[config.mk]
export PLATFORM = sky130hd
export DESIGN_NAME = stepped_shift_unit_flat
export DESIGN_NICKNAME = d
export VERILOG_FILES = /design/src/rtl/stepped_shift_unit_if.sv /design/src/rtl/stepped_shift_unit.sv /design/src/flat_wrapper.sv
export SDC_FILE = /design/constraint.sdc
export NUM_CORES = 1
export LEC_CHECK = 0
export BUFFER_PORTS_ARGS = -buffer_cell sky130_fd_sc_hd__buf_2
export CORE_ASPECT_RATIO = 1.75
export CORE_MARGIN = 8
export CORE_UTILIZATION = 35
export CTS_CLUSTER_DIAMETER = 40
export DETAILED_ROUTE_END_ITERATION = 8
export PLACE_DENSITY = 0.65
export SYNTH_ARGS = -nofsm -noshare
export SYNTH_HDL_FRONTEND = slang
export SYNTH_SLANG_ARGS = --single-unit
[constraint.sdc]
create_clock -name clk_100MHZ -period 1.6 [get_ports clk_100MHZ]
set_clock_uncertainty 0.15 [all_clocks]
set_input_delay 0.24 -clock clk_100MHZ [delete_from_list [all_inputs] [get_ports clk_100MHZ]]
set_output_delay 0.24 -clock clk_100MHZ [all_outputs]
set_load 0.02 [all_outputs]
[src/rtl/stepped_shift_unit_if.sv]
// Handshake/bus bundle for stepped_shift_unit.
// Carries the button, mode/data inputs and register outputs.
interface stepped_shift_unit_if #(
    parameter int WIDTH = 8
);
    logic             step;
    logic [2:0]       M;
    logic             SI;
    logic [WIDTH-1:0] D;
    logic [WIDTH-1:0] Q;
    logic             SO;
    logic             shot;
    logic [7:0]       step_cnt;

    modport master (
        output step, M, SI, D,
        input  Q, SO, shot, step_cnt
    );

    modport slave (
        input  step, M, SI, D,
        output Q, SO, shot, step_cnt
    );
endinterface

[src/rtl/stepped_shift_unit.sv]
// Push-button stepped shift register.
// Debounced button press executes one register operation.
module stepped_shift_unit #(
    parameter int WIDTH = 8,
    parameter int DIV   = 250000,
    parameter int DB_N  = 3
) (
    input logic                 clk_100MHZ,
    input logic                 reset,
    stepped_shift_unit_if.slave bus
);
    localparam int CW = (DIV > 1) ? $clog2(DIV) : 1;
    localparam logic [CW-1:0] TMAX = CW'(DIV - 1);

    logic             s1, s2;
    logic [CW-1:0]    tcnt;
    logic             tick;
    logic [DB_N-1:0]  hist;
    logic [DB_N-1:0]  hist_next;
    logic             level;
    logic             level_next;
    logic             level_seen;
    logic             shot_r;
    logic [WIDTH-1:0] q_r;
    logic             so_r;
    logic [7:0]       cnt_r;

    assign tick      = (tcnt == TMAX);
    assign hist_next = {hist[DB_N-2:0], s2};

    // Two-flop synchronizer for the raw button
    always_ff @(posedge clk_100MHZ or negedge reset) begin
        if (!reset) begin
            s1 <= 1'b0;
            s2 <= 1'b0;
        end else begin
            s1 <= bus.step;
            s2 <= s1;
        end
    end

    // Free-running sample-tick divider
    always_ff @(posedge clk_100MHZ or negedge reset) begin
        if (!reset)
            tcnt <= '0;
        else if (tick)
            tcnt <= '0;
        else
            tcnt <= tcnt + 1'b1;
    end

    // Level flips only on a unanimous sample window
    always_comb begin
        level_next = level;
        if (tick) begin
            if (&hist_next)
                level_next = 1'b1;
            else if (~|hist_next)
                level_next = 1'b0;
        end
    end

    // Sample history and debounced level
    always_ff @(posedge clk_100MHZ or negedge reset) begin
        if (!reset) begin
            hist  <= '0;
            level <= 1'b0;
        end else begin
            if (tick)
                hist <= hist_next;
            level <= level_next;
        end
    end

    // One-cycle strobe on the rising debounced edge
    always_ff @(posedge clk_100MHZ or negedge reset) begin
        if (!reset) begin
            level_seen <= 1'b0;
            shot_r     <= 1'b0;
        end else begin
            level_seen <= level;
            shot_r     <= level & ~level_seen;
        end
    end

    // Register operation and step count, once per shot
    always_ff @(posedge clk_100MHZ or negedge reset) begin
        if (!reset) begin
            q_r   <= '0;
            so_r  <= 1'b0;
            cnt_r <= '0;
        end else if (shot_r) begin
            cnt_r <= cnt_r + 8'd1;
            unique case (bus.M)
                3'b000: ;
                3'b001: begin
                    q_r  <= {bus.SI, q_r[WIDTH-1:1]};
                    so_r <= q_r[0];
                end
                3'b010: begin
                    q_r  <= {q_r[WIDTH-2:0], bus.SI};
                    so_r <= q_r[WIDTH-1];
                end
                3'b011: q_r <= bus.D;
                3'b100: begin
                    q_r  <= {q_r[0], q_r[WIDTH-1:1]};
                    so_r <= q_r[0];
                end
                3'b101: begin
                    q_r  <= {q_r[WIDTH-2:0], q_r[WIDTH-1]};
                    so_r <= q_r[WIDTH-1];
                end
                3'b110: begin
                    q_r  <= {q_r[WIDTH-1], q_r[WIDTH-1:1]};
                    so_r <= q_r[0];
                end
                3'b111: q_r <= '0;
            endcase
        end
    end

    assign bus.Q        = q_r;
    assign bus.SO       = so_r;
    assign bus.shot     = shot_r;
    assign bus.step_cnt = cnt_r;
endmodule
[src/flat_wrapper.sv]
// flat-port wrapper written by rule: the top's interface ports become plain ports
module stepped_shift_unit_flat 
#(
    parameter int WIDTH = 8,
    parameter int DIV   = 250000,
    parameter int DB_N  = 3
)
  (clk_100MHZ, reset, bus_step, bus_M, bus_SI, bus_D, bus_Q, bus_SO, bus_shot, bus_step_cnt);
  stepped_shift_unit_if #(.WIDTH(WIDTH)) bus_i ();
  input logic clk_100MHZ;
  input logic reset;
  input wire logic [$bits(bus_i.step)-1:0] bus_step;
  input wire logic [$bits(bus_i.M)-1:0] bus_M;
  input wire logic [$bits(bus_i.SI)-1:0] bus_SI;
  input wire logic [$bits(bus_i.D)-1:0] bus_D;
  output wire logic [$bits(bus_i.Q)-1:0] bus_Q;
  output wire logic [$bits(bus_i.SO)-1:0] bus_SO;
  output wire logic [$bits(bus_i.shot)-1:0] bus_shot;
  output wire logic [$bits(bus_i.step_cnt)-1:0] bus_step_cnt;
  assign bus_i.step = bus_step;
  assign bus_i.M = bus_M;
  assign bus_i.SI = bus_SI;
  assign bus_i.D = bus_D;
  assign bus_Q = bus_i.Q;
  assign bus_SO = bus_i.SO;
  assign bus_shot = bus_i.shot;
  assign bus_step_cnt = bus_i.step_cnt;
  stepped_shift_unit #(.WIDTH(WIDTH), .DIV(DIV), .DB_N(DB_N)) u_core (.clk_100MHZ(clk_100MHZ), .reset(reset), .bus(bus_i));
endmodule
======== Word level (Yosys, flattened, before mapping) ========
Cells that the tools add are included.
operators by class
  eq/ne operators ......................... 9
  shift-type cells ........................ 0
  multiply operators ...................... 0
  multiplexer cells ....................... 5
  $lt $le $gt $ge ......................... 0
  bitwise operators ....................... 3
  reduce and logical (&&, ||, !) cells .... 11
  div/mod/pow operators ................... 0
  add/subtract/negate cells ............... 2
operator list
  operator                                                number
  case mux 8 bit (7 select lines)                         1
  adder 18 x 1 -> 18 bit (second input constant)          1
  == test 18 bit (second input constant)                  1
  2-to-1 mux 18 bit                                       1
  == test 3 bit (second input constant)                   4
  adder 8 x 1 -> 8 bit (second input constant)            1
  nonzero test 7 bit                                      1
  == test 3 x 2 -> 1 bit (second input constant)          2
  AND reduction 2 bit                                     3
  AND reduction 3 bit                                     2
  nonzero test 6 bit                                      1
  OR reduction 3 bit                                      2
  == test 3 x 1 -> 1 bit (second input constant)          1
  2-to-1 mux 1 bit                                        2
  inequality test 2 x 1 -> 1 bit (second input constant)  1
  NOT 1 bit                                               2
  case mux 1 bit (2 select lines)                         1
  nonzero test 2 bit                                      1
  OR reduction 2 bit                                      1
  AND 1 bit                                               1
storage, ports and cells
  output and inout port bits .............. 18
  flip-flop bits (word level) ............. 42
  ROM bits ................................ 0
  latch bits .............................. 0
  word-level logic and storage cells ...... 41
  input port bits ......................... 15
  bits in writable memories ............... 0
  memories kept ........................... 0

======== Longest topological paths before layout ========
Gate-level depths: netlist (run 1).
  word-level depth ........................ 4
  depth in mapped cells ................... 7
  mapped depth without buffers ............ 5

======== Worst setup path before layout (run 1) ========
Ideal clock, no wire load.
  path type ............................... register to register
  from .................................... register u_core.tcnt[0]
  to ...................................... register u_core.level
  buffers on the path ..................... 0
  cell stages (with the launch flop) ...... 6
  path slack .............................. -0.109 ns
  arrival time ............................ 1.438 ns
  clock period less this slack ............ 1.709 ns
  required time ........................... 1.329 ns
  setup time .............................. 0.121 ns
  cells stage by stage .................... dfrtp_1 > ha_1 > and3_2 > nand3_1 > o41a_1 > o22a_1
between the ends
  word-level cells in the longest chain between the ends .. 2
RTL lines
  what                           RTL line                  RTL
  start, declared                stepped_shift_unit.sv:16  logic [CW-1:0] tcnt;
  start signal, assigned         stepped_shift_unit.sv:49  tcnt <= tcnt + 1'b1;
  == test 18 bit                 stepped_shift_unit.sv:28  assign tick = (tcnt == TMAX);
  AND reduction 2 bit (no line)  n/a
  end signal, assigned           stepped_shift_unit.sv:71  level <= level_next;
  end, declared                  stepped_shift_unit.sv:20  logic level;
Every way passes these cells.
A chain may end at the register's enable or synchronous reset.

======== Final worst setup path (run 1) ========
  from .................................... register u_core.tcnt[4]
  to ...................................... register u_core.hist[0]
between the ends
  word-level cells in the longest chain between the ends .. 1
RTL lines
  what                  RTL line                  RTL
  == test 18 bit        stepped_shift_unit.sv:28
  end signal, assigned  stepped_shift_unit.sv:70  hist <= hist_next;
  end, declared         stepped_shift_unit.sv:18  logic [DB_N-1:0] hist;
Every way passes these cells.

==> reports/metrics.yaml, run 1 <==
status: "finished with violations"
failed_checks: "setup timing"
die_w_um: 75.7
drc: 0
synthesis.nets: 235
antenna_cells: 0
ys_async_sr_fraction_pct: 100
yosys.area.top_type: "dfrtp_1"
end_kind: "flop"
die_area_mm2: 0.00913
num_rows: 38
synthCells: 218
yosysSeqAreaShare_pct: 48.1
synthFlopType: "dfrtp_1"
grt_usage_pct: 11.8
r2r_start: "u_core.tcnt[4]$_DFF_PN0_"
core_area_mm2: 0.00613
areaGrowthSynthToFinish_pct: 33.3
final_cells: 365
cp_data_required_time_ns: 1.64
nNetsFinal: 301
finalPower_mw: 1.91
cts_buffers: 5
arrival_ns: 1.74
rsz0062_at_grt: "true"
hold_viol: 0
via_count: 1847
ys_ff_latch: 42
crit_slowest_cell: "dfrtp_1"
hold_class: "primary input to asynchronous set/reset pin"
cts_max_level: 2
grt_first_pass_wirelength_um: 8430
p_leak_nw: 1.35
slowest_delay_ns: 0.42
final_antenna_net_count: 0
slew_violations: 0
critPathBufInv: 0
grt_pass1_vias: 1859
fin_crit_ns: 1.70
cts_tree: "done"
clockBufferDepth: 2
finalSetupViolations: 8
rrSetupSlack_ns: -0.10
r2r_cells: 4
path_cells: "nor4_4 -> nand3_2 -> nor2_4 -> mux2_2"
tightest_slew_ns: 0.339
tns_ns: -0.292
period_share_pct: 106
grt_max_degree: 26
synth_edf_count: 0
worstSetupPathType: "flop to flop"
post_drt_wl_per_cell_um: 14.2
gr-total-overflow: 0
cts_root_buffer: "clkbuf_8"
setup_slack_ns: -0.101
drive_gt1_share_pct: 36.5
dp_hpwl_um: 3960
cts.clk_slew.worst_paths_ns: 0.09
syn_area_mm2: 0.00218
ir_worst_vdd_mv: 0.328
dp_cells: 350
worst-path-max-fanout: 4
gp_congestion: 0.854
portBuffers: 32
ys_types: 45
synth_area_per_cell_um2: 10.0
ff_latch_area_mm2: 0.00105
crit_cells: 4
die_h_um: 121
pin_count: 33
critPathLaunchType: "flop"
maxCapViolations: 0
yosys_warnings: 0
cpLargestDelayFamily: "simple AND/OR/NAND/NOR gates"
nFillCells: 561
synth_top_area_share_pct: 48.1
max_freq_ghz: 0.588
antenna_found_initial: 0
routed_via_density: 5.06
multi_input_area_mm2: 0.00114
final_util_pct: 47.5
powerDensity_mw_per_mm2: 654
clock_sinks: 42
synthTopCellsByArea: "dfrtp_1 48%, xnor2_1 5.2%, nand2_1 4.0%, xor2_1 3.6%, a21oi_1 3.4%"
dr.pass1.iters: 4
drtIter0Drc: 66
wl_um: 5180
clock_latency_ns: 0.30
start_util_pct: 35.6
slew_headroom_pct: 77.4
reg2reg_to: "u_core.hist[0]$_DFFE_PN0N_"
-- kinds of logic (layout without fill, tap and decap cells) --
group | after synthesis | count (layout) | share of synthesized area, %
AOI/OAI and AO/OA | 42 | 42 | 13.1
xor gates and xnor gates | 22 | 22 | 8.82
muxes | 6 | 6 | 2.92
buffers and inverters | 18 | 85 | 4.41
and+or+nand+nor | 86 | 86 | 21.5
adders and majority gates | 2 | 2 | 1.15
DFF | 42 | 42 | 48.1
-- worst max path at each step --
| stage | from | slack (ns) | end |
|---|---|---|---|
| after floorplan | u_core.tcnt[5]$_DFF_PN0_ | -0.04 | u_core.level$_DFFE_PN0P_ |
| after global placement | u_core.tcnt[11]$_DFF_PN0_ | -0.11 | u_core.level$_DFFE_PN0P_ |
| after detailed placement | u_core.tcnt[11]$_DFF_PN0_ | -0.14 | u_core.level$_DFFE_PN0P_ |
| after CTS | u_core.tcnt[0]$_DFF_PN0_ | -0.08 | u_core.level$_DFFE_PN0P_ |
| after global routing | u_core.tcnt[0]$_DFF_PN0_ | -0.15 | u_core.level$_DFFE_PN0P_ |
| final | u_core.tcnt[4]$_DFF_PN0_ | -0.10 | u_core.hist[0]$_DFFE_PN0N_ |
-- layer usage --
| layer | share of wire [%] | track usage (%) | vias up |
|---|---|---|---|
| li1 | - | - | 896 |
| met1 | 38 | 12.2 | 910 |
| met2 | 55 | 21.5 | 32 |
| met3 | 5.3 | 2.49 | 9 |
| met4 | 2.1 | 5.45 | 0 |
| met5 | 0 | 0 | - |
-- registers in the layout, summed over array words and instances, names as in the netlist --
signal	flops
u_core.bus.Q	8
u_core.bus.SO	1
u_core.bus.shot	1
u_core.bus.step_cnt	8
u_core.hist	2
u_core.level	1
u_core.level_seen	1
u_core.s1	1
u_core.s2	1
u_core.tcnt	18
-- area by class of cell --
type	count	area share (%)
clock buffers	5	2.36
clock inverters	3	0.859
inverters	5	0.644
multi-input cells	158	39.2
flip-flops and latches	42	36.1
well taps	80	3.44
repair buffers	72	17.4
-- synthesized netlist by cell type (2+ instances only) --
| master | number |
|---|---|
| a21oi_1 | 15 |
| and2_1 | 2 |
| buf_2 | 5 |
| buf_6 | 3 |
| clkbuf_1 | 5 |
| dfrtp_1 | 42 |
| ha_1 | 2 |
| inv_1 | 5 |
| mux2_2 | 3 |
| mux2i_1 | 3 |
| nand2_1 | 23 |
| nand3_1 | 14 |
| nand4_1 | 5 |
| nor2_1 | 16 |
| nor2b_1 | 8 |
| nor3_1 | 3 |
| nor4_1 | 2 |
| nor4_2 | 2 |
| o211ai_1 | 6 |
| o21ai_0 | 3 |
| o22a_1 | 7 |
| xnor2_1 | 13 |
| xor2_1 | 9 |
-- placed cells by master, fill, tap and decap left out, types with 2 or more instances in the layout --
cell and n:
a21oi_1 15, and2_1 2, buf_2 32, buf_4 29, buf_6 8, clkbuf_8 5
dfrtp_1 42, dlygate4sd3_1 2, inv_1 5, mux2_2 2, mux2i_1 3, nand2_1 23
nand3_1 9, nand3_2 4, nand4_1 5, nor2_1 11, nor2_2 4, nor2b_1 8
nor3_1 2, nor4_2 3, o211ai_1 6, o21ai_0 3, o22a_1 7, xnor2_1 13
xor2_1 9
-- where the power goes --
part	switching, mW	internal, mW	leakage [nW]
registers	0.00199	1.06	0.567
clock network	0.403	0.315	0.0447
logic	0.0720	0.0498	0.735
-- timing repair --
item / 4_1_cts / 5_1_grt
hold buffers: 2 / 0
endpoints found under the hold margin: 43 / 0
resized for setup: 8 / 17
buffers inserted: 4 / 3
pin swaps: 5 / 9
endpoints found under the setup margin: 10 / 14
-- per-stage QoR --
stage	instance area (um^2)	hold slack, ns	worst slack, ns
floorplan	2200	-0.206	-0.0427
global placement	2650	-0.0652	-0.107
detailed placement	2650	-0.0611	-0.143
CTS	2830	0.148	-0.0792
global route	2910	0.145	-0.151
finish	2910	0.144	-0.101
(Power assumes the default switching activity.)
==> inputs of run 2 (changes only) <==
--- a/config.mk
+++ b/config.mk
@@ -12,6 +12,7 @@
 export CTS_CLUSTER_DIAMETER = 40
 export DETAILED_ROUTE_END_ITERATION = 8
 export PLACE_DENSITY = 0.65
+export REMOVE_ABC_BUFFERS = 1
 export SYNTH_ARGS = -nofsm -noshare
 export SYNTH_HDL_FRONTEND = slang
 export SYNTH_SLANG_ARGS = --single-unit
==> reports/metrics.yaml, run 2 (synthesized netlist as in run 1, its figures left out) <==
drive_gt1_share_pct: 34.9
routed_via_density: 5.15
period_share_pct: 105
final_common_cell: "dfrtp_1"
pin_count: 33
cts.clk_slew.worst_paths_ns: 0.08
clockBufferDepth: 2
via_count: 1873
post_drt_wl_per_cell_um: 14.6
cts_buffers: 5
core_area_mm2: 0.00613
failed_checks: "setup timing"
largest-register: "u_core.tcnt"
finalSetupViolations: 3
antenna_found_initial: 0
ir_worst_vdd_mv: 0.343
nNetsFinal: 300
slew_violations: 0
areaGrowthSynthToFinish_pct: 31.4
final_util_pct: 46.8
start_util_pct: 35.6
worstSetupPathType: "flop to flop"
hold_viol: 0
critPathLaunchType: "flop"
slew_headroom_pct: 73.9
grt_usage_pct: 12.6
cts_max_level: 2
grt_max_degree: 20
dp_hpwl_um: 3930
status: "finished with violations"
arrival_ns: 1.71
cp_data_required_time_ns: 1.63
drtIter0Drc: 75
cts_root_buffer: "clkbuf_8"
gp_congestion: 0.837
rsz0062_at_grt: "true"
finalPower_mw: 1.92
die_h_um: 121
max_freq_ghz: 0.597
drc: 0
die_area_mm2: 0.00913
dp_cells: 351
p_leak_nw: 1.37
powerDensity_mw_per_mm2: 668
portBuffers: 32
cts_tree: "done"
fin_crit_ns: 1.68
die_w_um: 75.7
grt_pass1_vias: 1952
clock_latency_ns: 0.30
setup_slack_ns: -0.0754
final_antenna_net_count: 0
largest_register_ffs: 18
hold_class: "flop to flop"
num_rows: 38
worst-path-max-fanout: 3
layout_common_cells: "42 x dfrtp_1, 34 x buf_4, 32 x buf_2"
clock_sinks: 42
antenna_cells: 0
maxCapViolations: 0
final_cells: 364
end_kind: "flop"
dr.pass1.iters: 4
tightest_slew_ns: 0.391
gr-total-overflow: 0
grt_first_pass_wirelength_um: 8830
wl_um: 5300
[run 2: path summary, 6_finish.rpt]
check,end,cells after the start,slack (ns),startpoint
worst min register to register,u_core.s2$_DFF_PN0_,0,0.20,u_core.s1$_DFF_PN0_
worst min-delay path,u_core.s2$_DFF_PN0_,0,0.20,u_core.s1$_DFF_PN0_
worst max register to register,u_core.level$_DFFE_PN0P_,5,-0.08,u_core.tcnt[0]$_DFF_PN0_
worst max-delay path,u_core.level$_DFFE_PN0P_,5,-0.08,u_core.tcnt[0]$_DFF_PN0_
max in group asynchronous,u_core.bus.step_cnt[3]$_DFFE_PN0P_,3,0.58,reset
min in group asynchronous,u_core.bus.SO$_DFFE_PN0P_,2,0.24,reset
[run 2: through the flow]
step / cell area (um^2) / hold slack, ns / setup slack [ns] / setup TNS, ns
finish: 2870 / 0.200 / -0.0754 / -0.144
global route: 2870 / 0.210 / -0.125 / -0.883
CTS: 2790 / 0.204 / -0.0914 / -0.521
floorplan: 2110 / -0.206 / -0.437 / -2.53
global placement: 2640 / 0.0342 / -0.0348 / -0.0840
detailed placement: 2640 / 0.0427 / -0.0894 / -0.537
[run 2: layer usage]
metal / up-vias / part of all wire (%) / GRT usage (%)
li1: 903 / - / -
met1: 919 / 36 / 12.5
met2: 40 / 56 / 22.6
met3: 11 / 5.8 / 3.23
met4: 0 / 2.8 / 7.02
met5: - / 0 / 0
[run 2: repair_timing]
action,CTS,global route
hold buffers,2,0
buffers inserted,0,3
hold endpoints to repair,14,0
setup endpoints to repair,14,18
pin swaps,2,5
cloned,0,0
gates resized for setup,7,13
[run 2: report_power, final]
part | total [mW] | switching [mW] | internal [mW] | leakage (nW)
clock network | 0.728 | 0.381 | 0.347 | 0.0472
logic | 0.124 | 0.0725 | 0.0518 | 0.757
registers | 1.07 | 0.00174 | 1.06 | 0.567
total | 1.92 | 0.455 | 1.46 | 1.37
[run 2: area by class of cell]
cell class	count	area, um^2
Fill cell	560	3260
Multi-Input combinational cell	158	1130
Sequential cell	42	1050
Timing Repair Buffer	71	478
Tap cell	80	100
Clock buffer	6	82.6
Inverter	5	18.8
Clock inverter	2	12.5
[run 2: worst max-delay path: stages, from the launching register on]
cell     delay (ns)
dfrtp_1        0.37
ha_2           0.19
and3_4         0.20
nand3_4        0.08
o41a_1         0.38
o22a_1         0.20
==> inputs of run 3 (changes only) <==
--- a/config.mk
+++ b/config.mk
@@ -6,13 +6,14 @@
 export NUM_CORES = 1
 export LEC_CHECK = 0
 export BUFFER_PORTS_ARGS = -buffer_cell sky130_fd_sc_hd__buf_2
+export CELL_PAD_IN_SITES_DETAIL_PLACEMENT = 0
+export CELL_PAD_IN_SITES_GLOBAL_PLACEMENT = 2
 export CORE_ASPECT_RATIO = 1.75
 export CORE_MARGIN = 8
-export CORE_UTILIZATION = 35
+export CORE_UTILIZATION = 32
 export CTS_CLUSTER_DIAMETER = 40
 export DETAILED_ROUTE_END_ITERATION = 8
-export PLACE_DENSITY = 0.65
-export REMOVE_ABC_BUFFERS = 1
+export PLACE_DENSITY = 0.85
 export SYNTH_ARGS = -nofsm -noshare
 export SYNTH_HDL_FRONTEND = slang
 export SYNTH_SLANG_ARGS = --single-unit
==> reports/metrics.yaml, run 3 (synthesized netlist as in run 1, its figures left out) <==
cts_buffers: 5
layout_common_cells: "42 x dfrtp_1, 32 x buf_2, 32 x buf_4"
critPathBufInv: 0
gp_congestion: 0.781
grt_usage_pct: 11.6
die_w_um: 78.5
via_count: 1844
portBuffers: 32
clockBufferDepth: 2
finalPower_mw: 2.21
slew_headroom_pct: 77.0
largest_register_ffs: 18
final_area_mm2: 0.00302
nNetsFinal: 303
grt_first_pass_wirelength_um: 9220
slowest_delay_ns: 0.41
start_util_pct: 32.3
critPathLaunchType: "flop"
dr.pass1.iters: 4
drive_gt1_share_pct: 38.3
grt_max_degree: 43
die_area_mm2: 0.00983
core_area_mm2: 0.00676
die_h_um: 125
powerDensity_mw_per_mm2: 732
pin_count: 33
ir_worst_vdd_mv: 0.520
num_rows: 40
crit_slowest_cell: "dfrtp_1"
cts_max_level: 2
place_area_mm2: 0.00266
cts.clk_slew.worst_paths_ns: 0.06
final_cells: 371
fin_crit_ns: 1.73
status: "finished with violations"
antenna_cells: 0
dp_cells: 355
clock_latency_ns: 0.28
drc: 0
dp_hpwl_um: 4020
hold_viol: 0
gr-total-overflow: 0
period_share_pct: 108
max_freq_ghz: 0.577
cts_tree: "done"
worst-path-max-fanout: 4
path_cells: "ha_4 -> and3_4 -> nand3_2 -> o41a_1 -> o22a_1"
final_antenna_net_count: 0
maxCapViolations: 0
slew_violations: 0
grt_pass1_vias: 1940
hold_class: "flop to flop"
tightest_slew_ns: 0.344
end_kind: "flop"
clock_sinks: 42
failed_checks: "setup timing"
p_leak_nw: 1.41
wl_um: 5540
post_drt_wl_per_cell_um: 14.9
routed_via_density: 4.97
drtIter0Drc: 61
worstSetupPathType: "flop to flop"
final_util_pct: 44.7
setup_slack_ns: -0.132
antenna_found_initial: 0
rsz0062_at_grt: "true"
hold_slack_ns: 0.204
largest-register: "u_core.tcnt"
areaGrowthSynthToFinish_pct: 38.1
final_common_cell: "dfrtp_1"
cts_root_buffer: "clkbuf_16"
cpLargestDelayFamily: "compound AO/OA/AOI/OAI gates"
finalSetupViolations: 7
cp_data_required_time_ns: 1.62
arrival_ns: 1.75
==> run 3: where the power goes <==
| part | total, mW | internal, mW | switching, mW |
|---|---|---|---|
| Combinational | 0.121 | 0.0500 | 0.0715 |
| Sequential | 1.07 | 1.07 | 0.00212 |
| Clock | 1.02 | 0.586 | 0.435 |
| Total | 2.21 | 1.70 | 0.509 |
==> run 3: path summary, 6_finish.rpt <==
check / start / slack [ns] / endpoint / cells past startpoint
setup / recovery: u_core.tcnt[1]$_DFF_PN0_ / -0.13 / u_core.level$_DFFE_PN0P_ / 5
hold / removal: u_core.s1$_DFF_PN0_ / 0.20 / u_core.s2$_DFF_PN0_ / 0
setup reg to reg: u_core.tcnt[1]$_DFF_PN0_ / -0.13 / u_core.level$_DFFE_PN0P_ / 5
hold reg to reg: u_core.s1$_DFF_PN0_ / 0.20 / u_core.s2$_DFF_PN0_ / 0
max in group asynchronous: reset / 0.79 / u_core.tcnt[11]$_DFF_PN0_ / 3
min in group asynchronous: reset / 0.30 / u_core.bus.Q[6]$_DFFE_PN0P_ / 3
==> run 3: per-layer routing <==
metal / track usage (%) / up-vias / routed length (um)
met1: 11.2 / 885 / 2020
met5: 0 / - / 0
met4: 5.05 / 0 / 131
met2: 21.9 / 43 / 3130
met3: 2.73 / 9 / 257
li1: - / 907 / -
==> run 3: stage by stage <==
step / setup WS [ns] / TNS [ns]
global placement: -0.102 / -0.204
CTS: -0.136 / -0.667
detailed placement: -0.181 / -1.20
finish: -0.132 / -0.529
floorplan: -0.0427 / -0.0768
global route: -0.198 / -1.48
==> run 3: timing repair <==
action,4_1_cts,5_1_grt
hold buffers,2,0
cloned,1,0
resized for setup,13,20
setup buffers,2,3
endpoints found under the hold margin,43,0
endpoints found under the setup margin,13,17
pin swaps,11,10
==> run 3: final cells by class <==
class                           count  area, um^2
Fill cell                         663        3740
Multi-Input combinational cell    158        1170
Sequential cell                    42        1050
Timing Repair Buffer               74         519
Clock buffer                        5         125
Tap cell                           84         105
Clock inverter                      3        25.0
Inverter                            5        18.8
==> run 3: worst register-to-register path: stages (launching register included) <==
cell     delay (ns)
dfrtp_1        0.41
ha_4           0.17
and3_4         0.19
nand3_2        0.12
o41a_1         0.39
o22a_1         0.20
